### src/rtl/sisc_exec_ctrl.sv
// SISC multicycle execution core: control FSM, 32-bit ALU with result register,
// and write-back multiplexer. Register file, status register and fetch are external.
module sisc_exec_ctrl (
  input  logic        clk,
  input  logic        rst_f,
  input  logic [31:0] ir,
  input  logic [31:0] rsa,
  input  logic [31:0] rsb,
  input  logic [3:0]  stat,
  output logic [1:0]  alu_op,
  output logic [31:0] alu_result,
  output logic        rf_we,
  output logic        wb_sel,
  output logic [31:0] rf_write_data,
  output logic [3:0]  stat_in,
  output logic        stat_en,
  output logic        br_taken,
  output logic        halted
);

  typedef enum logic [2:0] {
    START0    = 3'd0,
    START1    = 3'd1,
    FETCH     = 3'd2,
    DECODE    = 3'd3,
    EXECUTE   = 3'd4,
    MEM       = 3'd5,
    WRITEBACK = 3'd6,
    HALT      = 3'd7
  } state_t;

  typedef enum logic [3:0] {
    OP_NOP  = 4'b0000,
    OP_ALU  = 4'b0001,
    OP_ADDI = 4'b0010,
    OP_LI   = 4'b0011,
    OP_BR   = 4'b0100,
    OP_HALT = 4'b1111
  } opcode_t;

  typedef enum logic [1:0] {
    AOP_REG  = 2'b00,
    AOP_ADDI = 2'b01,
    AOP_PASS = 2'b10,
    AOP_IDLE = 2'b11
  } aop_t;

  state_t      state, state_next;
  logic [3:0]  opcode, mm, funct;
  logic [31:0] imm_z;
  logic        unused_fields;

  assign opcode        = ir[31:28];
  assign mm            = ir[27:24];
  assign funct         = ir[3:0];
  assign imm_z         = {16'h0000, ir[15:0]};
  assign unused_fields = ^ir[23:16];

  // ---------------- control FSM ----------------
  always_ff @(posedge clk or negedge rst_f) begin
    if (!rst_f) state <= START0;
    else        state <= state_next;
  end

  always_comb begin
    state_next = state;
    alu_op     = AOP_IDLE;
    rf_we      = 1'b0;
    wb_sel     = 1'b0;
    stat_en    = 1'b0;
    br_taken   = 1'b0;
    halted     = 1'b0;
    case (state)
      START0:  state_next = START1;
      START1:  state_next = FETCH;
      FETCH:   state_next = DECODE;
      DECODE:  state_next = (opcode == OP_HALT) ? HALT : EXECUTE;
      EXECUTE: begin
        state_next = MEM;
        case (opcode)
          OP_ALU:  begin alu_op = AOP_REG;  stat_en = 1'b1; end
          OP_ADDI: begin alu_op = AOP_ADDI; stat_en = 1'b1; end
          OP_LI:   alu_op = AOP_PASS;
          OP_BR:   br_taken = (mm == 4'b0000) || ((stat & mm) != 4'b0000);
          default: ;
        endcase
      end
      MEM:       state_next = WRITEBACK;
      WRITEBACK: begin
        state_next = FETCH;
        if (opcode == OP_ALU || opcode == OP_ADDI || opcode == OP_LI) begin
          rf_we  = 1'b1;
          wb_sel = 1'b1;
        end
      end
      HALT: begin
        state_next = HALT;
        halted     = 1'b1;
      end
      default: state_next = START0;
    endcase
  end

  // ---------------- ALU ----------------
  logic [31:0] alu_y, add_b;
  logic [32:0] sum;
  logic        add_cin, arith, idle;

  // One shared adder serves ADD, SUB (rsa + ~rsb + 1) and ADDI.
  always_comb begin
    alu_y   = '0;
    add_b   = '0;
    add_cin = 1'b0;
    arith   = 1'b0;
    idle    = 1'b0;
    case (alu_op)
      AOP_REG: begin
        case (funct)
          4'b0001: begin add_b = rsb; arith = 1'b1; end
          4'b0010: begin add_b = ~rsb; add_cin = 1'b1; arith = 1'b1; end
          4'b0011: alu_y = ~rsa;
          4'b0100: alu_y = rsa | rsb;
          4'b0101: alu_y = rsa & rsb;
          4'b0110: alu_y = rsa ^ rsb;
          4'b0111: alu_y = rsa << rsb[4:0];
          4'b1000: alu_y = rsa >> rsb[4:0];
          default: alu_y = '0;
        endcase
      end
      AOP_ADDI: begin add_b = imm_z; arith = 1'b1; end
      AOP_PASS: alu_y = imm_z;
      default:  idle = 1'b1;
    endcase
    sum = {1'b0, rsa} + {1'b0, add_b} + {32'h0, add_cin};
    if (arith) alu_y = sum[31:0];
  end

  logic flag_c, flag_v;
  assign flag_c  = arith & sum[32];
  assign flag_v  = arith & (rsa[31] == add_b[31]) & (sum[31] != rsa[31]);
  assign stat_in = idle ? 4'b0000 : {flag_c, flag_v, alu_y[31], (alu_y == 32'h0)};

  always_ff @(posedge clk or negedge rst_f) begin
    if (!rst_f)                alu_result <= '0;
    else if (state == EXECUTE) alu_result <= alu_y;
  end

  assign rf_write_data = wb_sel ? alu_result : 32'h0;

endmodule

### config.mk
export PLATFORM = sky130hd
export DESIGN_NAME = sisc_exec_ctrl
export DESIGN_NICKNAME = d
export VERILOG_FILES = /design/src/rtl/sisc_exec_ctrl.sv
export SDC_FILE = /design/constraint.sdc
export NUM_CORES = 1
export LEC_CHECK = 0
export ABC_CLOCK_PERIOD_IN_PS = 7300
export CORE_ASPECT_RATIO = 1.2
export CORE_MARGIN = 5
export CORE_UTILIZATION = 41
export DETAILED_ROUTE_END_ITERATION = 8
export HOLD_SLACK_MARGIN = 0.06
export SLEW_MARGIN = 20
export SYNTH_ARGS = -nofsm -noshare
export SYNTH_HDL_FRONTEND = slang
export SYNTH_SLANG_ARGS = --single-unit
### constraint.sdc
create_clock -name clk -period 7.3 [get_ports clk]
set_input_delay 1.46 -clock clk [delete_from_list [all_inputs] [get_ports clk]]
set_output_delay 1.46 -clock clk [all_outputs]
set_load 0.02 [all_outputs]
* After elaboration in Yosys (flattened, before gate mapping)
Index checks and enable logic that the tools add are counted.
** Word-level totals
- Flip-flop bits (word level) :: 35
- Input bits :: 102
- Output and inout port bits :: 75
- Logic and storage cells :: 73
** Operators by class
- Add/sub/neg operators :: 2
- Equal/unequal tests :: 24
- Shift-type cells :: 2
- Multiplexer cells :: 22
- Bitwise gates (word level) :: 9
- Reduce and logical (&&, ||, !) cells :: 12
** Operator list (number)
- case mux 32 bit (2 select lines) :: 3
- case mux 32 bit (6 select lines) :: 1
- 2-to-1 mux 32 bit :: 2
- inverter 32 bit :: 2
- adder 32 x 32 -> 33 bit :: 1
- adder 33 x 1 -> 33 bit :: 1
- AND 32 bit :: 1
- zero test 32 bit :: 1
- bitwise OR 32 bit :: 1
- left shift 32 x 5 -> 32 bit :: 1
- >> shifter 32 x 5 -> 32 bit :: 1
- bitwise XOR 32 bit :: 1
- case mux 3 bit (7 select lines) :: 1
- equality test 4 x 3 -> 1 bit (second input constant) :: 5
- equality test 4 x 2 -> 1 bit (second input constant) :: 4
- equality test 3 bit (second input constant) :: 4
- 2-to-1 mux 1 bit :: 10
- equality test 4 x 1 -> 1 bit (second input constant) :: 2
- equality test 4 bit (second input constant) :: 2
- equality test 3 x 2 -> 1 bit (second input constant) :: 2
- case mux 2 bit (3 select lines) :: 1
- OR reduction 2 bit :: 3
- AND 4 bit :: 1
- zero test 4 bit :: 1
- 14 further kinds :: 19

* Depth between registers and ports, before layout
Gate-level depths: netlist of the first run.
- Word-level depth :: 10
- Gate-level depth with buffers :: 22
- Mapped depth without buffers :: 19

* Worst setup path after synthesis of the first run
Ideal clock, no wire load.
- Path type :: input -> output
- Start :: in ir[29]
- End :: out stat_in[0]
- Data arrival time :: 5.518 ns
- Required time :: 5.840 ns
- Path slack :: 0.322 ns
- Cell stages on the path :: 20
- Buffers on the path :: 1
- Path through :: nor4b_1 > and2_1 > clkbuf_1 > nand2_1 > nor3_1 > o21ai_0 > a21oi_1 > fa_1 > inv_1 > fa_1 > nor2b_1 > o2111a_1 > o21ai_0 > a2111o_1 > a21oi_1 > a221o_1 > a211oi_1 > a211oi_1 > nand4_1 > nor3_2
** On the way
- Word-level cells in the longest chain between the ends :: 10
- Elaborated cells between the ends (all ways) :: 18
- Those cells by class :: 2 x add/sub; 5 x eq/ne; 8 x mux; 3 x reduce/logical
** RTL lines
- start, declared :: RTL line 6 : input logic [31:0] ir,
- equality test 4 x 2 -> 1 bit or equality test 4 x 1 -> 1 bit (tied branches) :: RTL line 80 : case (opcode)
- case mux 2 bit (3 select lines) (*) :: RTL line 80
- 2-to-1 mux 2 bit (*) :: RTL line 73 : case (state)
- equality test 2 x 1 -> 1 bit or zero test 2 bit (tied branches) :: RTL line 116 : case (alu_op)
- case mux 32 bit (2 select lines) :: RTL line 116
- adder 32 x 32 -> 33 bit :: RTL line 134 : sum = {1'b0, rsa} + {1'b0, add_b} + {32'h0, add_cin};
- adder 33 x 1 -> 33 bit :: RTL line 134
- 2-to-1 mux 32 bit :: RTL line 135 : if (arith) alu_y = sum[31:0];
- zero test 32 bit :: RTL line 141 : assign stat_in = idle ? 4'b0000 : {flag_c, flag_v, alu_y[31], (alu_y == 32'h0)};
- 2-to-1 mux 4 bit (*) :: RTL line 141
- end, declared :: RTL line 15 : output logic [3:0] stat_in,
Mark *: on every way between the ends. The rest lies on a longest branch, timed or not.

* Worst setup path after layout of the first run
- Start :: in ir[2]
- End :: out stat_in[0]
** On the way
- Word-level cells in the longest chain between the ends :: 8
- Elaborated cells between the ends (all ways) :: 22
- Those cells by class :: 2 x add/sub; 8 x eq/ne; 10 x mux; 2 x reduce/logical
** RTL lines
- equality test 4 x 2 -> 1 bit or equality test 4 x 1 -> 1 bit (tied branches) :: RTL line 118 : case (funct)
- case mux 32 bit (2 select lines) :: RTL line 118
- case mux 32 bit (2 select lines) :: RTL line 116
- adder 32 x 32 -> 33 bit :: RTL line 134
- adder 33 x 1 -> 33 bit :: RTL line 134
- 2-to-1 mux 32 bit (*) :: RTL line 135
- zero test 32 bit (*) :: RTL line 141
- 2-to-1 mux 4 bit (*) :: RTL line 141
Marked as above.

==> metrics.txt, run 1 <==
Netlist cell types=91; first-pass GRT wire length=74.3 mm; Crit-path slowest cell=or4_4; ANT nets after route=0; Post-Synth Simple-Gate Area=20.9%; Hold WC Path Type=reg -> reg; post-layout min period=7.16 ns; footprint of the multi-input gates=0.00897 sq mm; number of synthesized flops with an enable pin=0; R2R depth=19; DP HPWL=40.7 mm; Root Buffer Master=clkbuf_16; # IOs=177; crit-path max cell delay=0.55 ns; pin count of the biggest net entering global routing=74; DP Area=0.0140 sq mm; DRT Wirelength=50.5 mm; sequential fraction of the synthesis area=8.28%; CTS buffer count=5; crit-path cells=clkdlybuf4s50_1 -> nor2_1 -> buf_4 -> nand2_2 -> nor3_2 -> o21ai_1 -> a21oi_2 -> fa_2 -> buf_4 -> buf_4 -> a211oi_4 -> o211ai_1 -> a21o_1 -> xnor2_1 -> nor2_1 -> or4_4 -> a211o_1 -> nor4_2 -> buf_4 -> nand4_1 -> nor3_2 -> buf_4; Worst-Margin Slew=0.957 ns; row cnt=64; most used cell along the critical path=buf_4; syn_area_per_cell=7.59 sq um; status=completed; Filler cells=2,394; Flop pwr share=21.0%; top cell type's share of synthesized area=11.5%; Synthesized Nets=1,594; Clock Latency Late Sink=0.28 ns; Cells on Worst Hold Path=2; CP required=5.84 ns; starting density of the core=41.6%; peak supply drop=0.0000804 V; proportion of synthesized area in mux cells=20.0%; share of cells above drive strength 1=23.6%; Max FO, Critical Path=4; antenna violations before repair=1; via count=12,800; core area=0.0255 sq mm; nature of the critical path endpoint=output port; MaxCap Viol Count=0; die area=0.0291 sq mm; f_max=140 MHz; clock transition at the registers of the reported paths=0.05 ns; Ant. Diodes=0; FF+latch area=876 sq um; clk_skew=0.00440 ns; Max clock buf depth=2; critical path buffer and inverter count=6; Compound-Gate Fraction of Synth Area=28.0%; via/cell ratio=6.29; CP delay by family, top=simple AND/OR/NAND/NOR gates; vias in the first global route=12,100; Comb power frac=65.2%; top-count cell post-synth=nand2_1; Final Slew Violations=0; DR pass1 iterations=8; Cells after Synth=1,394; Post-Synth Adder-Cell Area=11.7%; Worst path depth=22; final setup fails=0; most common library cells after synthesis=149 x nand2_1, 135 x nor2_1, 96 x ha_1; period utilization=98.0%; Internal Power=0.884 mW; Hold Vio Cnt, Final=0; drt drc=0; critical path type=in -> out; H-tree Lvls=2; nets@finish=1,897; post-DR wirelength/cell=24.9 um; PwrDens=111 mW/mm^2; CTS tree=done; Area growth, synth to finish=35.9%; type of origin of the critical path=input pin; Total GRT Usage=33.3%; final instance area=0.0144 sq mm; Post-synth ARST share=100%; switching share of power=44.4%; Initial DRC Count=1,112; Clock Power Share=13.8%; number of synthesized register bits=35; largest family of logic cells by synthesized area=compound AO/OA/AOI/OAI gates; leading area contributor after synthesis=mux4_2; WP data arrival=5.70 ns; Die X=157 um; final core utilization=56.5%; die height=186 um; total grt overflow=0; gpl congestion=1.05; Synth Flop Type=dfrtp_1; clk sink count=35; Synth area leaders=mux4_2 11%, ha_1 11%, dfrtp_1 8.3%; synth warn=0; Buffers on Ports=168; Leak=6.44 nW; post-synthesis xor/xnor area fraction=2.23%; Switch Pwr=0.706 mW; worst relative slew slack=35.7%; Post-Syn Area=0.0106 sq mm
-- through the flow --
step | setup slack, ns | setup TNS (ns) | cells | hold slack [ns] | power [mW]
global route | -0.00677 | -0.00677 | 2028 | 0.519 | 1.68
CTS | -0.0994 | -0.0994 | 2024 | 0.491 | 1.58
detailed placement | -0.873 | -2.08 | 2015 | 0.481 | 1.35
floorplan | 0.322 | 0 | 1394 | 0.531 | 0.862
global placement | -0.732 | -1.70 | 2015 | 0.474 | 1.33
finish | 0.142 | 0 | 2028 | 0.487 | 1.59
-- tightest hold or removal path: stages (launching register included) --
cell and delay (ns):
dfrtp_1 0.35, nand2_1 0.05, nand2_1 0.05
-- per-layer routing --
metal,track usage [%],routed length [um],vias up
met4,17.4,3140,2
li1,-,-,5824
met5,0,7,-
met1,43.5,20200,6020
met2,53.4,22600,719
met3,4.72,4520,185
-- power by group through the flow --
| stage | logic [mW] | registers (mW) | clock network [mW] |
|---|---|---|---|
| after floorplan | 0.460 | 0.401 | 0 |
| after global placement | 1.00 | 0.333 | 0 |
| after detailed placement | 1.01 | 0.337 | 0 |
| after CTS | 1.02 | 0.335 | 0.224 |
| after global routing | 1.10 | 0.348 | 0.231 |
| final | 1.04 | 0.334 | 0.219 |
-- cells by family (layout without fill, tap and decap cells) --
| group | after synthesis | count (layout) |
|---|---|---|
| fa+ha+maj | 98 | 98 |
| simple gates | 466 | 466 |
| flops | 35 | 35 |
| mux | 137 | 137 |
| compound gates | 423 | 423 |
| xor+xnor | 27 | 27 |
| buf+inv | 208 | 512 |
-- cells in the final DEF (no fill, tap or decap), drive strengths merged, types with 9 or more instances in the layout --
cell,Yosys,layout
a31oi,17,17
a22o,17,17
ha,96,96
o31ai,11,11
o221ai,9,9
o211ai,21,21
mux2i,57,57
nand2b,15,15
mux2,24,24
dfrtp,35,35
nor2,135,135
nand3,18,18
a22oi,26,26
xnor2,18,18
nand2,149,149
a21o,20,20
nand4,9,9
o22ai,29,29
buf,50,255
nor3,30,30
a211oi,28,28
xor2,9,9
clkdlybuf4s50,0,154
and3,12,12
nor2b,16,16
a221oi,15,15
o21ai,67,67
a21oi,83,83
mux4,56,56
and2,37,37
inv,85,85
-- state kept, by name, summed over array words and instances (netlist names), named ones only --
signal,cells
alu_result,32
state,2
-- path summary, 6_finish.rpt --
check	from	end	slack, ns
worst max-delay path	ir[2]	stat_in[0]	0.14
worst min-delay path	alu_result[25]$_DFFE_PN0P_	alu_result[25]$_DFFE_PN0P_	0.49
worst max register to register	state[0]$_DFF_PN0_	alu_result[28]$_DFFE_PN0P_	2.93
max in group asynchronous	rst_f	alu_result[31]$_DFFE_PN0P_	5.37
min in group asynchronous	rst_f	state[0]$_DFF_PN0_	1.60
worst min register to register	alu_result[25]$_DFFE_PN0P_	alu_result[25]$_DFFE_PN0P_	0.49
-- final cells by class --
type | count | area share, %
Multi-Input combinational cell | 1151 | 62.4
Inverter | 86 | 2.24
Timing Repair Buffer | 418 | 25.3
Clock buffer | 8 | 1.09
Sequential cell | 35 | 6.09
Tap cell | 330 | 2.87
-- timing repair --
action                     in CTS  in global routing
gates resized for setup        17                 38
hold buffers                    0                  0
setup endpoints to repair       4                  4
hold endpoints to repair        0                  0
pin swaps                       5                 18
buffers inserted                1                  4
Note: power is estimated with default switching activity, not from simulation.
==> run 2: changes to the inputs <==
CORE_ASPECT_RATIO = 1.4   (was 1.2)
==> metrics.txt, run 2 (synthesis results as in run 1) <==
status=completed; via/cell ratio=6.26; final instance area=0.0146 sq mm; type of origin of the critical path=input pin; # IOs=177; nature of the critical path endpoint=output port; post-layout min period=7.07 ns; pin count of the biggest net entering global routing=75; MaxCap Viol Count=0; DRT Wirelength=51.7 mm; clk_skew=0.00773 ns; Area growth, synth to finish=37.7%; starting density of the core=41.6%; peak supply drop=0.0000805 V; Max FO, Critical Path=3; Max clock buf depth=2; Die X=146 um; vias in the first global route=12,400; Crit-path slowest cell=fa_2; total grt overflow=0; drt drc=0; Root Buffer Master=clkbuf_16; CP required=5.84 ns; first-pass GRT wire length=76.3 mm; via count=12,800; CTS buffer count=5; final setup TNS=0 ns; Ant. Diodes=0; Clock Power Share=12.7%; most frequent cells in the layout=276 x buf_4, 151 x clkdlybuf4s50_1, 148 x nand2_1; max reg flops=32; Pwr Total=1.59 mW; Hold Vio Cnt, Final=0; Total GRT Usage=33.5%; switching share of power=45.1%; Leak=6.58 nW; f_max=142 MHz; Buffers on Ports=168; critical path type=in -> out; clk sink count=35; Filler cells=2,490; Critical R2R Launch=state[0]$_DFF_PN0_; nets@finish=1,927; clock transition at the registers of the reported paths=0.05 ns; die height=200 um; post-DR wirelength/cell=25.3 um; Hold WC Path Type=reg -> reg; Clock Latency Late Sink=0.28 ns; PwrDens=109 mW/mm^2; row cnt=69; final setup fails=0; DP Area=0.0142 sq mm; H-tree Lvls=2; DR pass1 iterations=6; Top Registers=alu_result: 32 flops, state: 2 flops; share of cells above drive strength 1=25.3%; Flop pwr share=20.8%; DP HPWL=42.5 mm; Most flops, register=alu_result; period utilization=96.8%; Switch Pwr=0.718 mW; Internal Power=0.873 mW; Comb power frac=66.5%; worst relative slew slack=31.2%; Final Slew Violations=0; Hold Crit Start=alu_result[13]$_DFFE_PN0P_; CTS tree=done; Initial DRC Count=1,154; commonest non-fill, non-tap cell in the layout=buf_4; antenna violations before repair=0; Worst-Margin Slew=1.03 ns; die area=0.0292 sq mm; core area=0.0255 sq mm; crit-path cells=clkbuf_2 -> nor4b_4 -> and2_4 -> nand2_2 -> nor3_2 -> o21ai_1 -> a21oi_2 -> fa_2 -> inv_1 -> fa_2 -> nor2b_2 -> o2111a_1 -> buf_6 -> o21a_4 -> o31ai_2 -> a221o_1 -> nor4_1 -> nand4_1 -> nor4_4 -> nand4_1 -> nor3_2 -> buf_4; ANT nets after route=0; Post-CTS Hold Fix Bufs=0; gpl congestion=1.01; crit-path max cell delay=0.37 ns; WP data arrival=5.61 ns; crit path from=ir[30]
[run 2: cell types whose count changed in the layout (fill, tap and decap cells not counted), moves of 3 or more]
cell / change
a21oi_2: +3
clkdlybuf4s50_1: -3
a21oi_1: -3
a211oi_2: +4
buf_4: +29
[run 2: routing by layer]
layer  vias to the layer above  routed length [um]  track usage (%)  share of wire (%)
met5                         -                   0                0                  0
met1                      6210               21000             42.5                 41
met3                       134                3170             3.16                6.1
met2                       584               24700             56.8                 48
li1                       5881                   -                -                  -
met4                         0                2800             16.1                5.4
[run 2: repair_timing]
item                       4_1_cts  5_1_grt
setup endpoints to repair        4        4
cloned                           0        0
pin swaps                        6       24
buffers inserted                 2        5
gates resized for setup         19       47
[run 2: final timing paths]
check	cells after the start	slack (ns)	to
hold reg to reg	2	0.48	alu_result[13]$_DFFE_PN0P_
max in group asynchronous	1	5.55	alu_result[23]$_DFFE_PN0P_
setup / recovery	22	0.23	stat_in[0]
hold / removal	2	0.48	alu_result[13]$_DFFE_PN0P_
min in group asynchronous	1	1.25	alu_result[1]$_DFFE_PN0P_
setup reg to reg	18	2.86	alu_result[26]$_DFFE_PN0P_
[run 2: per-stage QoR]
step           utilization, %  hold slack [ns]  cells  worst slack (ns)
2_1_floorplan               -            0.531   1394             0.322
3_3_place_gp             55.8            0.473   2032            -0.985
3_5_place_dp             55.8            0.482   2032             -1.05
4_1_cts                  56.6            0.494   2042            -0.204
5_1_grt                  57.2            0.518   2047           -0.0202
6_report                 57.2            0.485   2047             0.233
[run 2: cell type report]
class                      instances  area [sq um]  share of cell area [%]
timing repair buffer             448          3860                    26.5
sequential                        35           876                    6.01
clock inverter                     1          5.00                  0.0343
inverter                          86           323                    2.21
multi-input combinational       1151          8980                    61.6
clock buffer                       7           133                   0.910
tap                              319           399                    2.74
[run 2: power groups by stage]
stage	registers, mW	logic [mW]	clock network [mW]
final	0.331	1.06	0.201
after global routing	0.345	1.12	0.211
after CTS	0.334	1.04	0.205
after detailed placement	0.336	1.03	0
after global placement	0.331	1.03	0
after floorplan	0.401	0.460	0
[run 2: critical path: cells and delay by family]
| kind | cells | cell delay (ns) |
|---|---|---|
| AOI/OAI and AO/OA | 6 | 1.10 |
| adders and majority gates | 2 | 0.60 |
| buffers and inverters | 4 | 0.46 |
| and+or+nand+nor | 10 | 1.99 |
==> run 3: changes to the inputs <==
ABC_CLOCK_PERIOD_IN_PS = 7600   (was 7300)
clock period = 7.6 ns   (was 7.3 ns; I/O delays follow)
==> metrics.txt, run 3 (synthesis results as in run 1) <==
core area=0.0255 sq mm; final setup TNS=0 ns; ANT nets after route=0; CP required=6.08 ns; nets@finish=1,874; final instance area=0.0141 sq mm; Final Slew Violations=0; die area=0.0292 sq mm; Switch Pwr=0.690 mW; commonest non-fill, non-tap cell in the layout=buf_4; CTS tree=done; RSZ-0062 raised after global routing=no; clock transition at the registers of the reported paths=0.05 ns; Flop pwr share=20.6%; DR pass1 iterations=6; DRT Wirelength=51.3 mm; Non-Filler Instances=1,994; Ant. Diodes=0; starting density of the core=41.6%; first-pass GRT wire length=77.1 mm; Max FO, Critical Path=11; Hold Vio Cnt, Final=0; total grt overflow=0; clk_skew=0.00366 ns; pin count of the biggest net entering global routing=75; peak supply drop=0.000117 V; Leak=6.30 nW; Clock Power Share=15.4%; Internal Power=0.860 mW; critical path type=in -> out; nature of the critical path endpoint=output port; post-layout min period=7.33 ns; vias in the first global route=12,400; die height=200 um; gpl congestion=1.08; clk sink count=35; Comb power frac=64.0%; DP Area=0.0138 sq mm; share of cells above drive strength 1=22.6%; Initial DRC Count=1,177; via/cell ratio=6.26; worst relative slew slack=36.9%; Worst-Margin Slew=0.944 ns; antenna violations before repair=1; post-DR wirelength/cell=25.7 um; switching share of power=44.5%; Top Registers=alu_result: 32 flops, state: 2 flops; most frequent cells in the layout=228 x buf_4, 155 x clkdlybuf4s50_1, 147 x nand2_1; period utilization=96.4%; row cnt=69; Area growth, synth to finish=33.4%; drt drc=0; Total GRT Usage=33.8%; PwrDens=110 mW/mm^2; # IOs=177; status=completed; Hold WC Path Type=reg -> reg; CTS buffer count=5; H-tree Lvls=2; Clock Latency Late Sink=0.28 ns; final setup fails=0; Pwr Total=1.55 mW; Most flops, register=alu_result; MaxCap Viol Count=0; WP data arrival=5.81 ns; DP HPWL=42.6 mm; Die X=146 um; Root Buffer Master=clkbuf_16; Buffers on Ports=168; max reg flops=32; type of origin of the critical path=input pin; Filler cells=2,541; Max clock buf depth=2; f_max=136 MHz; Post-CTS Hold Fix Bufs=0; via count=12,500; cell count after placement=1,984
==> run 3: worst paths after layout <==
| check | end | startpoint | slack, ns | cells past startpoint |
|---|---|---|---|---|
| setup / recovery | stat_in[0] | ir[1] | 0.27 | 19 |
| hold / removal | alu_result[19]$_DFFE_PN0P_ | alu_result[19]$_DFFE_PN0P_ | 0.49 | 1 |
| setup reg to reg | alu_result[28]$_DFFE_PN0P_ | state[0]$_DFF_PN0_ | 3.16 | 18 |
| hold reg to reg | alu_result[19]$_DFFE_PN0P_ | alu_result[19]$_DFFE_PN0P_ | 0.49 | 1 |
| max in group asynchronous | alu_result[21]$_DFFE_PN0P_ | rst_f | 5.81 | 1 |
| min in group asynchronous | alu_result[5]$_DFFE_PN0P_ | rst_f | 1.30 | 1 |
==> run 3: area by class of cell <==
type	count	area [sq um]	share of cell area, %
multi-input cells	1151	8940	63.3
repair buffers	395	3410	24.1
flip-flops and latches	35	876	6.20
well taps	319	399	2.83
inverters	86	323	2.29
clock buffers	6	139	0.983
clock inverters	2	35.0	0.248
==> run 3: stage by stage <==
step / util, % / hold slack (ns) / setup slack [ns]
final: 55.5 / 0.486 / 0.273
after floorplan: - / 0.531 / 0.502
after CTS: 55.0 / 0.492 / -0.0508
after global placement: 54.2 / 0.473 / -0.754
after global routing: 55.5 / 0.514 / 0.0137
after detailed placement: 54.2 / 0.480 / -0.834
==> run 3: critical path, cell delays in order <==
cell	delay [ns]
clkdlybuf4s50_1	0.53
nor2b_2	0.22
nand2_2	0.19
o21ai_0	0.24
a22oi_1	0.10
nor2_1	0.12
ha_1	0.27
o211ai_1	0.25
o211ai_1	0.16
a21o_1	0.23
xnor2_1	0.18
nor2_1	0.07
or4_4	0.57
a211o_1	0.25
nor4_2	0.25
buf_4	0.16
nand4_1	0.12
nor3_2	0.22
buf_4	0.17
==> run 3: per-layer routing <==
layer  GRT usage [%]  part of all wire (%)
met1            42.9                    40
met2            57.5                    48
met3            3.35                   6.2
met4            16.0                   5.4
met5               0                 0.025
==> run 3: power by group through the flow <==
stage                     Sequential, mW  Clock, mW  Combinational [mW]
after floorplan                    0.386          0               0.442
after global placement             0.319          0               0.963
after detailed placement           0.325          0               0.972
after CTS                          0.322      0.243               0.978
after global routing               0.331      0.248                1.05
final                              0.320      0.239               0.991
==> run 3: what timing repair did <==
item,CTS,global route
pin swaps,3,16
setup buffers,0,2
cloned,0,0
endpoints found under the setup margin,4,4
gates resized for setup,17,35
